--- src/rtl/adder_arbiter.sv ---
// adder_arbiter
//   Shares one external combinational adder among N requesters. A winner is
//   picked in IDLE, its operands are presented on add_a/add_b for one EXEC
//   cycle, the adder result is registered, and the response is held in RESP
//   until the requester accepts it with rsp_ready.
//
//   Build option: define ADDER_ARBITER_FIXED_PRIO_EN to use fixed priority
//   (lowest asserted index wins). Without it, arbitration is round-robin,
//   starting the search one past the last granted requester.
//
// Ports
//   clk        clock, all state changes on rising edge
//   rst        asynchronous active-high reset
//   req        per-requester request (sampled only in IDLE)
//   op_a/op_b  packed operands, requester i at [i*WIDTH +: WIDTH]
//   gnt        one-hot grant, high for exactly one cycle (the EXEC cycle)
//   add_a/b    operands driven to the shared adder, held between operations
//   add_sum    adder result from outside, carry in MSB
//   rsp_valid  one-hot response valid, held until rsp_ready
//   rsp_data   registered adder result
//   rsp_ready  response accepted by the flagged requester
//   busy       high whenever the FSM is not in IDLE
//
// States
//   IDLE | waiting for a request; add_a/add_b keep their last values
//   EXEC | winner's operands on the adder, gnt high
//   RESP | result registered, rsp_valid held until rsp_ready
module adder_arbiter #(
    parameter int N     = 4,
    parameter int WIDTH = 8
) (
    input  logic               clk,
    input  logic               rst,
    input  logic [N-1:0]       req,
    input  logic [N*WIDTH-1:0] op_a,
    input  logic [N*WIDTH-1:0] op_b,
    output logic [N-1:0]       gnt,
    output logic [WIDTH-1:0]   add_a,
    output logic [WIDTH-1:0]   add_b,
    input  logic [WIDTH:0]     add_sum,
    output logic [N-1:0]       rsp_valid,
    output logic [WIDTH:0]     rsp_data,
    input  logic               rsp_ready,
    output logic               busy
);

    localparam int IDX_W = (N > 1) ? $clog2(N) : 1;

    typedef enum logic [1:0] {
        IDLE = 2'd0,
        EXEC = 2'd1,
        RESP = 2'd2
    } state_t;

    state_t           state, state_n;
    logic [N-1:0]     gnt_n, rsp_valid_n;
    logic [WIDTH-1:0] add_a_n, add_b_n;
    logic [WIDTH:0]   rsp_data_n;
    logic             busy_n;
    logic [IDX_W-1:0] win_idx;
    logic [N-1:0]     win_onehot;

`ifndef ADDER_ARBITER_FIXED_PRIO_EN
    logic [IDX_W-1:0] last_grant, last_grant_n;
    logic             win_found;
`endif

    // Winner selection
    always_comb begin
        win_idx = '0;
`ifdef ADDER_ARBITER_FIXED_PRIO_EN
        // Descending scan so the lowest asserted index is written last.
        for (int k = N - 1; k >= 0; k--) begin
            if (req[k]) begin
                win_idx = IDX_W'(k);
            end
        end
`else
        // Search begins one past the last grant and wraps N-1 -> 0.
        win_found = 1'b0;
        for (int k = 0; k < N; k++) begin
            if (!win_found && req[(int'(last_grant) + 1 + k) % N]) begin
                win_found = 1'b1;
                win_idx   = IDX_W'((int'(last_grant) + 1 + k) % N);
            end
        end
`endif
        win_onehot = N'(1) << win_idx;
    end

    // Next-state and next-output logic
    always_comb begin
        state_n     = state;
        gnt_n       = '0;
        rsp_valid_n = rsp_valid;
        rsp_data_n  = rsp_data;
        add_a_n     = add_a;
        add_b_n     = add_b;
`ifndef ADDER_ARBITER_FIXED_PRIO_EN
        last_grant_n = last_grant;
`endif
        case (state)
            IDLE: begin
                if (|req) begin
                    gnt_n   = win_onehot;
                    add_a_n = op_a[int'(win_idx)*WIDTH +: WIDTH];
                    add_b_n = op_b[int'(win_idx)*WIDTH +: WIDTH];
`ifndef ADDER_ARBITER_FIXED_PRIO_EN
                    last_grant_n = win_idx;
`endif
                    state_n = EXEC;
                end
            end
            EXEC: begin
                // gnt still holds the winner's one-hot during EXEC.
                rsp_data_n  = add_sum;
                rsp_valid_n = gnt;
                state_n     = RESP;
            end
            RESP: begin
                if (rsp_ready) begin
                    rsp_valid_n = '0;
                    state_n     = IDLE;
                end
            end
            default: begin
                state_n     = IDLE;
                rsp_valid_n = '0;
            end
        endcase
        busy_n = (state_n != IDLE);
    end

    always_ff @(posedge clk or posedge rst) begin
        if (rst) begin
            state     <= IDLE;
            gnt       <= '0;
            rsp_valid <= '0;
            rsp_data  <= '0;
            add_a     <= '0;
            add_b     <= '0;
            busy      <= 1'b0;
`ifndef ADDER_ARBITER_FIXED_PRIO_EN
            // Makes requester 0 first in line after reset.
            last_grant <= IDX_W'(N - 1);
`endif
        end else begin
            state     <= state_n;
            gnt       <= gnt_n;
            rsp_valid <= rsp_valid_n;
            rsp_data  <= rsp_data_n;
            add_a     <= add_a_n;
            add_b     <= add_b_n;
            busy      <= busy_n;
`ifndef ADDER_ARBITER_FIXED_PRIO_EN
            last_grant <= last_grant_n;
`endif
        end
    end

endmodule

--- config.mk ---
export PLATFORM = sky130hd
export DESIGN_NAME = adder_arbiter
export DESIGN_NICKNAME = d
export VERILOG_FILES = /design/src/rtl/adder_arbiter.sv
export SDC_FILE = /design/constraint.sdc
export NUM_CORES = 1
export LEC_CHECK = 0
export ABC_CLOCK_PERIOD_IN_PS = 2400
export CAP_MARGIN = 40
export CORE_UTILIZATION = 35
export DETAILED_ROUTE_END_ITERATION = 8
export HOLD_SLACK_MARGIN = 0.15
export PLACE_DENSITY = 0.81
export SLEW_MARGIN = 20
export SYNTH_ARGS = -nofsm -noshare
export SYNTH_HDL_FRONTEND = slang
export SYNTH_SLANG_ARGS = --single-unit
--- constraint.sdc ---
create_clock -name clk -period 2.4 [get_ports clk]
set_clock_uncertainty 0.15 [all_clocks]
set_input_delay 0.72 -clock clk [delete_from_list [all_inputs] [get_ports clk]]
set_output_delay 0.72 -clock clk [all_outputs]
set_load 0.005 [all_outputs]
==> reports/metrics.yaml, run 1 <==
status: "finished with violations"
violations: "negative setup slack"
port_buffers: 113
rr_worst_depth: 6
cp_top_family: "buffers and inverters"
grt_antenna_before_repair: 0
n_antenna_cell: 0
worstPathArrival_ns: 2.45
avgSynthCellArea_sq_um: 10.7
finalSetupViolCount: 1
synth-seq-cells: 38
rr_endpoint: "add_b[2]$_DFFE_PP0P_"
start_util: 0.361
timing.hold.worst.class: "reg -> reg"
area_growth_pct: 71.9
cts_buffers: 5
seq_power_share: 0.299
nNetsFinal: 406
die_area_sq_um: 6390
fin_crit_ns: 2.42
p_leak_uw: 0.00151
pwr-share-comb: 0.587
grt_pass1_wl_um: 9330
cts_sinks: 38
ys_types: 35
cp_num_cells: 8
grt_pass1_vias: 1951
report.final.slew_viol_count: 0
yosysWarnings: 0
cp-startpoint: "req[0]"
final-hold-violation-count: 0
switching_share: 0.357
slew_headroom: 0.681
path_class: "in -> reg"
worstPathRequired_ns: 2.44
clock_latency_ns: 0.29
timing.final.crit_share: 1.01
crit_end: "add_a[6]$_DFFE_PP0P_"
maxCapViolCount: 0
cts_root_buf: "clkbuf_8"
layout_setup_ws_ns: -0.0155
rrSetupSlack_ns: 0.38
synth-seq-area-share: 0.449
clk_path_buf_depth: 2
dpl.hpwl_um: 4460
layout_commonest_cell: "clkdlybuf4s50_1"
gp_congestion: 0.758
tightest_slew_ns: 0.474
clk_pin_slew_worst_paths_ns: 0.06
fp.dieW_um: 79.9
timing.critical_path.buf_inv: 3
drc_errors: 0
synthCells: 199
globalRouteOverflowTotal: 0
total_power_uw: 3920
start_kind: "input pin"
cts_tree: "built"
cp-end-kind: "flip-flop"
syn_area_sq_um: 2120
r2r-start: "last_grant[0]$_DFFE_PP1P_"
grt_max_degree: 39
p_int_uw: 2520
p_per_area_nw_per_um2: 1070
ios: 114
final_layout_size_suffix_gt1_frac: 0.235
vias_per_cell: 5.07
ir_worst_vdd_v: 0.000502
post-route-util: 0.621
max_stage_delay_ns: 0.47
avgRoutedWirePerCell_um: 15.6
layout_common_cells: "clkdlybuf4s50_1 (111), dfrtp_1 (36), a211oi_2 (23)"
path_cells: "clkdlybuf4s50_1, nor4_1, nor3_2, buf_6, nand2_2, buf_12, a211oi_2, a211oi_1"
core_area_sq_um: 5890
fmax_ghz: 0.414
vias: 2038
clkPwrFrac: 0.114
p_sw_uw: 1400
wl_um: 6280
synthesis.nets: 279
cts.htree.levels: 2
die_h_um: 79.9
grt_use_total: 0.191
slowest_stage: "nor4_1"
rows: 28
dr.pass1.iters: 4
drt_iter0_markers: 125
ant_nets: 0
cp_max_fo: 14
power by group through the flow:
| stage | Combinational (uW) | Clock [uW] | Sequential [uW] |
|---|---|---|---|
| floorplan | 1120 | 0 | 1150 |
| global placement | 2020 | 0 | 1170 |
| detailed placement | 2090 | 0 | 1180 |
| CTS | 2130 | 455 | 1170 |
| global route | 2470 | 485 | 1210 |
| finish | 2300 | 447 | 1170 |
synth_stat cells:
library cell,count,area (sq um)
nor4_1,1,6.26
clkbuf_1,6,22.5
buf_4,1,7.51
and2b_4,1,10.0
mux2_2,9,101
nand2_2,1,6.26
mux2i_1,19,190
nor3_2,1,10.0
buf_2,3,15.0
buf_6,2,22.5
a211oi_1,15,113
nand2b_1,1,6.26
a21o_1,2,15.0
nand2_1,4,15.0
nor3_1,1,5.00
nor2b_1,3,18.8
dfstp_2,2,52.6
and3_1,2,12.5
a211oi_2,17,213
buf_12,1,20.0
o21ai_0,3,15.0
o21ai_2,1,8.76
or3b_1,1,8.76
a31oi_1,16,100
o21ai_4,1,16.3
nor2_1,22,82.6
dfrtp_1,36,901
nor2_2,1,6.26
a21oi_1,1,5.00
o311ai_2,1,16.3
or2_2,1,6.26
o21ai_1,1,5.00
inv_1,20,75.1
a32o_1,1,10.0
and2_1,1,6.26
logic make-up (layout without fill, tap and decap cells):
| family | Yosys count | in the layout | share of synthesized area |
|---|---|---|---|
| multiplexers | 28 | 28 | 0.137 |
| AO/OA/AOI/OAI | 59 | 59 | 0.243 |
| flip-flops | 38 | 38 | 0.449 |
| buffers and inverters | 33 | 161 | 0.0766 |
| AND/OR/NAND/NOR | 41 | 41 | 0.0942 |
state kept, by name, indices dropped and copies added, names as in the netlist:
name and cells:
rsp_data 9, add_a 8, add_b 8, gnt 4, rsp_valid 4, last_grant 2, state 2, busy 1
worst reg2reg max path, delay by kind of cell (launching register included):
| kind | cells | cell delay, ns |
|---|---|---|
| compound gates | 3 | 0.64 |
| flops | 1 | 0.57 |
| simple gates | 2 | 0.36 |
| buf+inv | 1 | 0.18 |
worst min path at each step:
stage	startpoint	end	slack, ns	depth (start not counted)
5_1_grt	rsp_data[1]$_DFFE_PP0P_	rsp_data[1]$_DFFE_PP0P_	0.38	1
2_1_floorplan	gnt[3]$_DFF_PP0_	rsp_valid[3]$_DFFE_PP0P_	0.34	1
4_1_cts	rsp_data[1]$_DFFE_PP0P_	rsp_data[1]$_DFFE_PP0P_	0.36	1
3_3_place_gp	gnt[3]$_DFF_PP0_	rsp_valid[3]$_DFFE_PP0P_	0.34	1
3_5_place_dp	rsp_data[1]$_DFFE_PP0P_	rsp_data[1]$_DFFE_PP0P_	0.35	1
6_report	rsp_data[6]$_DFFE_PP0P_	rsp_data[6]$_DFFE_PP0P_	0.36	1
layer usage:
metal / global-route usage / vias up / part of all wire
met2: 0.347 / 86 / 0.51
met3: 0.0537 / 13 / 0.069
li1: - / 972 / -
met1: 0.217 / 967 / 0.40
met4: 0.0536 / 0 / 0.016
met5: 0 / - / 0
cell type report:
type	instances	area, sq um
Tap cell	75	93.8
Fill cell	490	2230
Clock inverter	1	5.00
Sequential cell	38	953
Clock buffer	7	86.3
Multi-Input combinational cell	128	1080
Inverter	20	75.1
Timing Repair Buffer	133	1360
per-stage QoR:
| stage | area [sq um] | hold slack, ns | instances | TNS, ns | setup WS [ns] |
|---|---|---|---|---|---|
| after CTS | 3530 | 0.364 | 397 | 0 | 0.0242 |
| after detailed placement | 3420 | 0.348 | 389 | -5.19 | -0.368 |
| after global placement | 3410 | 0.339 | 388 | -6.64 | -0.381 |
| final | 3650 | 0.359 | 402 | -0.0155 | -0.0155 |
| after floorplan | 2120 | 0.339 | 199 | 0 | 0.251 |
| after global routing | 3650 | 0.384 | 402 | -1.02 | -0.129 |
what timing repair did:
| item | 4_1_cts | 5_1_grt |
|---|---|---|
| endpoints found under the setup margin | 6 | 16 |
| pin swaps | 0 | 3 |
| buffers inserted | 0 | 3 |
| gates resized for setup | 6 | 16 |
| cloned | 0 | 2 |
| hold buffers | 0 | 0 |
Power figures use the tool's default switching activity.
==> run 2: changes to the inputs <==
--- a/config.mk
+++ b/config.mk
@@ -11,6 +11,7 @@
 export DETAILED_ROUTE_END_ITERATION = 8
 export HOLD_SLACK_MARGIN = 0.15
 export PLACE_DENSITY = 0.81
+export SETUP_SLACK_MARGIN = 0.15
 export SLEW_MARGIN = 20
 export SYNTH_ARGS = -nofsm -noshare
 export SYNTH_HDL_FRONTEND = slang
==> run 2 against run 1 <==
Against the previous run: the flow now finishes without violations; critical path depth unchanged; core utilization up 0.77 points; count of clock-buffer cells in the layout unchanged; die area unchanged; total power up 2.3%; clock power about the same; sequential power about the same; setup slack better by 0.27 ns; wire length up 0.54%; critical endpoint is now add_b[5]$_DFFE_PP0P_.
==> reports/metrics.yaml, run 2 (same netlist as run 1, synthesis figures left out) <==
ir_worst_vdd_v: 0.000535  # was 0.000502 V
cp_top_family: "buffers and inverters"  # unchanged
rsz0062_at_grt: "false"
vias: 2020  # was 2038
fin_hold_ws_ns: 0.359  # about the same
dpl.hpwl_um: 4460  # unchanged
rows: 28  # unchanged
core_area_sq_um: 5890  # unchanged
clock_latency_ns: 0.29  # about the same
fmax_ghz: 0.467  # was 0.414 GHz
layout_commonest_cell: "clkdlybuf4s50_1"  # unchanged
slew_headroom: 0.765  # was 0.681
timing.hold.worst.class: "reg -> reg"  # unchanged
cts_tree: "built"  # unchanged
fin_crit_ns: 2.14  # was 2.42 ns
port_buffers: 113  # unchanged
max_stage_delay_ns: 0.32  # was 0.47 ns
cp-startpoint: "req[3]"  # was req[0]
cp_max_fo: 5  # was 14
worstPathRequired_ns: 2.42  # was 2.44 ns
path_cells: "dlygate4sd2_1, and2b_4, o311ai_4, nand2_4, buf_6, buf_4, a211oi_2, a211oi_2"  # was clkdlybuf4s50_1, nor4_1, nor3_2, buf_6, nand2_2, buf_12, a211oi_2, a211oi_1
n_antenna_cell: 0  # unchanged
cp-end-kind: "flip-flop"  # unchanged
path_class: "in -> reg"  # unchanged
status: "finished clean"  # was finished with violations
slowest_stage: "o311ai_4"  # was nor4_1
grt_pass1_vias: 2038  # was 1951
reg_top3: "rsp_data (9), add_a (8), add_b (8)"  # unchanged
die_area_sq_um: 6390  # unchanged
grt_antenna_before_repair: 0  # unchanged
total_power_uw: 4010  # was 3920 uW
grt_pass1_wl_um: 9980  # was 9330 um
hold_buffers: 0  # unchanged
area_growth_pct: 74.0  # was 71.9%
cts_root_buf: "clkbuf_8"  # unchanged
layout_setup_ws_ns: 0.259  # was -0.0155 ns
hp-start: "rsp_data[6]$_DFFE_PP0P_"  # unchanged
fillers: 490  # unchanged
avgRoutedWirePerCell_um: 15.6  # about the same
timing.critical_path.buf_inv: 3  # unchanged
clk_pin_slew_worst_paths_ns: 0.07  # was 0.06 ns
post-route-util: 0.628  # was 0.621
largest_register: "rsp_data"  # unchanged
layout_common_cells: "clkdlybuf4s50_1 (109), dfrtp_1 (36), nor2_1 (22), a211oi_2 (22), inv_1 (20)"  # was clkdlybuf4s50_1 (111), dfrtp_1 (36), a211oi_2 (23)
final_layout_size_suffix_gt1_frac: 0.237  # was 0.235
rrSetupSlack_ns: 0.39  # was 0.38 ns
fin_setup_tns_ns: 0  # was -0.0155 ns
grt_use_total: 0.207  # was 0.191
largest_register_ffs: 9  # unchanged
tightest_slew_ns: 0.352  # was 0.474 ns
fp.dieW_um: 79.9  # unchanged
ios: 114  # unchanged
start_kind: "input pin"  # unchanged
start_util: 0.361  # unchanged
cts_sinks: 38  # unchanged
worstPathArrival_ns: 2.16  # was 2.45 ns
globalRouteOverflowTotal: 0  # unchanged
timing.final.crit_share: 0.892  # was 1.01
p_per_area_nw_per_um2: 1090  # was 1070 nW/um^2
r2r-start: "last_grant[0]$_DFFE_PP1P_"  # unchanged
drt_iter0_markers: 108  # was 125
drc_errors: 0  # unchanged
crit_path_frequent_cell: "a211oi_2"
dr.pass1.iters: 4  # unchanged
place_ws_ns: -0.368  # unchanged
die_h_um: 79.9  # unchanged
finalSetupViolCount: 0  # was 1
grt_max_degree: 39  # unchanged
gp_congestion: 0.758  # unchanged
wl_um: 6320  # was 6280 um
cts_buffers: 5  # unchanged
clk_path_buf_depth: 2  # unchanged
p_leak_uw: 0.00154  # was 0.00151 uW
report.final.slew_viol_count: 0  # unchanged
ant_nets: 0  # unchanged
final-hold-violation-count: 0  # unchanged
cts.htree.levels: 2  # unchanged
nNetsFinal: 408  # was 406
maxCapViolCount: 0  # unchanged
vias_per_cell: 5.00  # was 5.07
## run 2: changes by cell type in the layout (fill, tap and decap cells not counted), sizes merged
cell / change
clkbuf: -1
clkdlybuf4s50: -2
dlygate4sd2: +2
clkdlybuf4s15: +1
dlymetal6s2s: -1
bufbuf: +1
buf: +2
## run 2: area by class of cell
class,count,area [sq um],area share
Timing Repair Buffer,135,1400,0.379
Sequential cell,38,953,0.258
Clock buffer,7,86.3,0.0234
Clock inverter,1,5.00,0.00135
Multi-Input combinational cell,128,1080,0.293
Tap cell,75,93.8,0.0254
Inverter,20,75.1,0.0203
## run 2: stage by stage
step / cells / instance area, sq um
2_1_floorplan: 199 / 2120
3_3_place_gp: 388 / 3410
3_5_place_dp: 389 / 3420
4_1_cts: 403 / 3680
5_1_grt: 404 / 3700
6_report: 404 / 3700
## run 2: repair_timing
action                                  4_1_cts  5_1_grt
pin swaps                                     7        1
endpoints found under the setup margin       16       14
hold endpoints to repair                      0        0
gates cloned                                  3        0
gates resized for setup                      27        2
setup buffers                                 3        1
## run 2: per-layer routing
layer  global-route usage  vias to the layer above  part of all wire
li1                     -                      974                 -
met1                0.243                      945              0.41
met2                0.363                       86              0.50
met3               0.0514                       15             0.064
met4               0.0732                        0             0.022
met5                    0                        -                 0
## run 2: worst paths after layout
kind,end,depth (start not counted)
hold / removal,rsp_data[6]$_DFFE_PP0P_,1
setup / recovery,add_b[5]$_DFFE_PP0P_,8
min in group asynchronous,add_b[1]$_DFFE_PP0P_,3
setup reg to reg,add_b[5]$_DFFE_PP0P_,7
max in group asynchronous,last_grant[1]$_DFFE_PP1P_,3
hold reg to reg,rsp_data[6]$_DFFE_PP0P_,1
## run 2: report_power, final
group / switching (uW) / leakage, uW / total (uW) / internal, uW
sequential: 215 / 0.000448 / 1180 / 961
combinational: 987 / 0.00105 / 2390 / 1400
clock: 216 / 0.0000482 / 447 / 232
